`config.mk`:
```
export PLATFORM = sky130hd
export DESIGN_NAME = code
export DESIGN_NICKNAME = d
export VERILOG_FILES = /design/src/rtl/code.sv
export SDC_FILE = /design/constraint.sdc
export NUM_CORES = 1
export LEC_CHECK = 0
export BUFFER_PORTS_ARGS = -buffer_cell sky130_fd_sc_hd__buf_2
export CORE_MARGIN = 2
export CORE_UTILIZATION = 43
export DETAILED_ROUTE_END_ITERATION = 8
export PLACE_DENSITY = 0.76
export RECOVER_POWER = 50
export REMOVE_ABC_BUFFERS = 1
export SYNTH_ARGS = -nofsm -noshare
export SYNTH_HDL_FRONTEND = slang
export SYNTH_SLANG_ARGS = --single-unit
```
`constraint.sdc`:
```
create_clock -name clk -period 2.35 [get_ports clk]
set_clock_uncertainty 0.05 [all_clocks]
set_input_delay 0.47 -clock clk [delete_from_list [all_inputs] [get_ports clk]]
set_output_delay 0.47 -clock clk [all_outputs]
set_load 0.01 [all_outputs]
```
`src/rtl/code.sv`:
```
// Registered WIDTH-bit adder with carry-in and carry-out.
// Two-level carry lookahead over GROUP-bit blocks feeding a single output register.
module code #(
    parameter int WIDTH = 16,
    parameter int GROUP = 4
) (
    input  logic             clk,
    input  logic             rst_n,
    input  logic             in_valid,
    input  logic [WIDTH-1:0] a,
    input  logic [WIDTH-1:0] b,
    input  logic             cin,
    output logic [WIDTH:0]   sum,
    output logic             out_valid
);

    localparam int NG = WIDTH / GROUP;

    logic [WIDTH-1:0] g;
    logic [WIDTH-1:0] p;
    logic [WIDTH-1:0] c;
    logic [NG-1:0]    gg;
    logic [NG-1:0]    gp;
    logic [NG:0]      gc;
    logic [WIDTH:0]   sum_next;

    // Per-bit generate/propagate and group-level generate/propagate.
    always_comb begin : blk_group
        logic t;
        g  = a & b;
        p  = a ^ b;
        gg = '0;
        gp = '0;
        for (int k = 0; k < NG; k++) begin
            gp[k] = &p[k*GROUP +: GROUP];
            for (int j = 0; j < GROUP; j++) begin
                t = g[k*GROUP + j];
                for (int m = j + 1; m < GROUP; m++) begin
                    t = t & p[k*GROUP + m];
                end
                gg[k] = gg[k] | t;
            end
        end
    end

    // Second level: every group carry-in is a flat sum of products of cin and group G/P.
    always_comb begin : blk_lookahead
        logic t;
        gc = '0;
        for (int k = 0; k <= NG; k++) begin
            t = cin;
            for (int m = 0; m < k; m++) begin
                t = t & gp[m];
            end
            gc[k] = t;
            for (int j = 0; j < k; j++) begin
                t = gg[j];
                for (int m = j + 1; m < k; m++) begin
                    t = t & gp[m];
                end
                gc[k] = gc[k] | t;
            end
        end
    end

    // Carries inside each block, expanded from that block's carry-in.
    always_comb begin : blk_carry
        logic t;
        c = '0;
        for (int k = 0; k < NG; k++) begin
            for (int i = 0; i < GROUP; i++) begin
                t = gc[k];
                for (int m = 0; m < i; m++) begin
                    t = t & p[k*GROUP + m];
                end
                c[k*GROUP + i] = t;
                for (int j = 0; j < i; j++) begin
                    t = g[k*GROUP + j];
                    for (int m = j + 1; m < i; m++) begin
                        t = t & p[k*GROUP + m];
                    end
                    c[k*GROUP + i] = c[k*GROUP + i] | t;
                end
            end
        end
    end

    assign sum_next = {gc[NG], p ^ c};

    always_ff @(posedge clk) begin
        if (!rst_n) begin
            sum       <= '0;
            out_valid <= 1'b0;
        end else if (in_valid) begin
            sum       <= sum_next;
            out_valid <= 1'b1;
        end else begin
            out_valid <= 1'b0;
        end
    end

endmodule

```
==> qor.csv <==
stage,metric,value,unit
worst_hold_path,Worst Hold Class,reg -> reg,
timing,Hold Fails Final Rpt,0,
route,Met1 Routed Length,1.30,mm
clocking,clock root cell,clkbuf_4,
route,number of DRC markers in iteration 0,29,
final_layout,Layout area overhead,34.5,%
clocking,CTS hold repair buffers,0,
clocking,CTS buffer count,3,
floorplanning,Die X,60.0,µm
flow_run,Max-Cap Viols,0,
logic_synthesis,Netlist Area Pre-Place,1350,µm²
logic_synthesis,most common cell in the netlist,ha_1,
power,P_sw,283,µW
logic_synthesis,sequential share of the synthesized area,26.7,%
route,uppermost layer routed,met4,
floorplanning,Ports,54,
placement,Post-DP HPWL,2.26,mm
route,via/cell ratio,4.90,
setup_path,Crit path required time,2.50,ns
global_route,first-pass GRT wire length,4.50,mm
timing,Setup TNS,0,ns
logic_synthesis,Post-synth top cells,"20 x ha_1, 18 x dfxtp_1, 11 x a21oi_1",
route,routed length on met2,1.32,mm
timing,Slew @ Worst Pin,0.421,ns
timing,final setup fails,0,
clocking,clk_lat worst skew,0.29,ns
setup_path,maximum fanout along the worst path,4,
clocking,# clock sinks,18,
placement,placer congestion estimate,0.773,
clocking,CTS max path bufs,2,
timing,Slew HR,71.9,%
global_route,vias in the first global route,1126,
clocking,clock edge transition at the registers on the reported setup and hold paths,0.11,ns
placement,Post-Place Cells,251,
route,drt first pass iters,4,
global_route,GRT overflow,0,
route,Final Routed Wirelength,2.83,mm
floorplanning,Vert. Die Dim,60.0,µm
route,vias,1254,
timing,final count of pins violating max slew,0,
power,Int Pwr,600,µW
final_layout,post-route insts no fill,256,
final_layout,ant diodes,0,
power,Logic pwr share,37.6,%
route,met3 routed WL,169,µm
logic_synthesis,prevailing post-synth register cell,dfxtp_1,
power,PwrDens,486,nW/µm²
power,worst IR drop on VDD,0.257,mV
logic_synthesis,"area leader, netlist",dfxtp_1,
floorplanning,# rows,20,
global_route,GRT Resource Usage Total,16.4,%
placement,placed cell area,1770,µm²
logic_synthesis,ys async rst share,0,%
setup_path,Critical Path End Type,flop,
clocking,CTS tree,yes,
power,Seq pwr share,40.0,%
logic_synthesis,Post-synth EDFFs,0,
setup_path,Worst setup SP type,input pin,
global_route,largest net degree at the start of global routing,27,
power,clock power share,22.4,%
setup_path,R2R setup slack,1.60,ns
run_status,status,finished clean,
final_layout,Final Instance Area,1820,µm²
timing,Tmin final,2.23,ns
timing,fmax,449,MHz
logic_synthesis,Syn Inst Count,144,
clocking,H-tree levels,1,
floorplanning,initial core utilization,44.6,%
logic_synthesis,Synth cell types,30,
global_route,initial antenna violation count,0,
final_layout,Total Nets Final,273,
power,Leak,0.000878,µW
route,number of remaining DRC errors,0,
timing,crit share post-route,94.8,%
floorplanning,die area,3600,µm²
setup_path,"Arr. time, crit path",2.38,ns
floorplanning,core area,3030,µm²
logic_synthesis,Yosys top cell area share,26.7,%
logic_synthesis,Avg Inst Size Synth,9.38,µm²
setup_path,critical path class,in -> reg,
final_layout,share of layout cells above drive strength 1,31.1,%
logic_synthesis,Synth Warn #,0,
timing,Hold Slack,0.439,ns
logic_synthesis,synthesized flop and latch total,18,
logic_synthesis,ranking of synthesized cells by area,"dfxtp_1 27%, ha_1 19%, fa_1 5.9%, mux2i_1 5.9%, nand3b_1 5.0%",
power,switch share,32.0,%
route,ANT nets after route,0,
route,drt wl/cell,11.1,µm
placement,Buffers on Ports,53,
## power groups by stage
stage               sequential, µW  combinational (µW)  clock [µW]
global placement               359                 318           0
CTS                            353                 329         202
detailed placement             360                 326           0
global route                   358                 373         217
floorplan                      375                 168           0
finish                         353                 332         198
## stage by stage
| step | utilization [%] | setup slack [ns] | power, µW |
|---|---|---|---|
| 2_1_floorplan | - | 0.0765 | 543 |
| 3_3_place_gp | 58.3 | -0.196 | 678 |
| 3_5_place_dp | 58.3 | -0.272 | 686 |
| 4_1_cts | 59.5 | 0.0386 | 884 |
| 5_1_grt | 60.0 | -0.0133 | 948 |
| 6_report | 60.0 | 0.122 | 883 |
## what timing repair did
action,in CTS,in global routing
setup endpoints to repair,0,7
setup buffers,0,1
resized for setup,0,10
## worst paths after layout
check,from,endpoint,cells past startpoint
hold reg to reg,sum[9]$_SDFFE_PN0P_,sum[9]$_SDFFE_PN0P_,1
hold / removal,sum[9]$_SDFFE_PN0P_,sum[9]$_SDFFE_PN0P_,1
setup / recovery,a[2],sum[13]$_SDFFE_PN0P_,11
setup reg to reg,sum[16]$_SDFFE_PN0P_,sum[16]$_SDFFE_PN0P_,2
## cell type report
class | instances | area (µm²)
Sequential cell | 18 | 360
Multi-Input combinational cell | 115 | 971
Timing Repair Buffer | 70 | 374
Fill cell | 288 | 1210
Clock buffer | 4 | 36.3
Inverter | 5 | 18.8
Tap cell | 44 | 55.1
## flip-flops by register name, indices dropped and copies added (netlist names)
register,count
out_valid,1
sum,17
## critical path: stages
cell      delay, ns
buf_2          0.10
ha_1           0.34
a21oi_1        0.17
nor2b_1        0.09
o31ai_2        0.22
nand3b_1       0.13
buf_4          0.15
fa_1           0.37
xnor2_1        0.16
nand2_1        0.06
o211a_1        0.11
## logic make-up after synthesis
logic type               after synthesis  share of synthesized area [%]
flip-flops                            18                           26.7
AO/OA/AOI/OAI                         30                           14.3
adder cells (fa/ha/maj)               24                           24.5
multiplexers                           8                           5.93
AND/OR/NAND/NOR                       45                           20.2
XOR/XNOR                               8                           5.19
buffers and inverters                 11                           3.24
## layer usage
layer  track usage (%)  up-vias
met1              19.9      559
met2              28.4       37
li1                  -      654
met5                 0        -
met4              5.40        0
met3              3.68        4
## placed cells by master, fill, tap and decap left out, types with 5 or more instances in the layout
cell and instances:
buf_4 17, dfxtp_1 18, buf_2 38, nand2_1 8, ha_1 20, nand2b_1 5, nand4_1 5, inv_1 5
clkbuf_1 15, nand3b_1 9, mux2i_1 8, nor2b_1 9, a21oi_1 7
No activity file was read; power rests on OpenSTA's default activity.
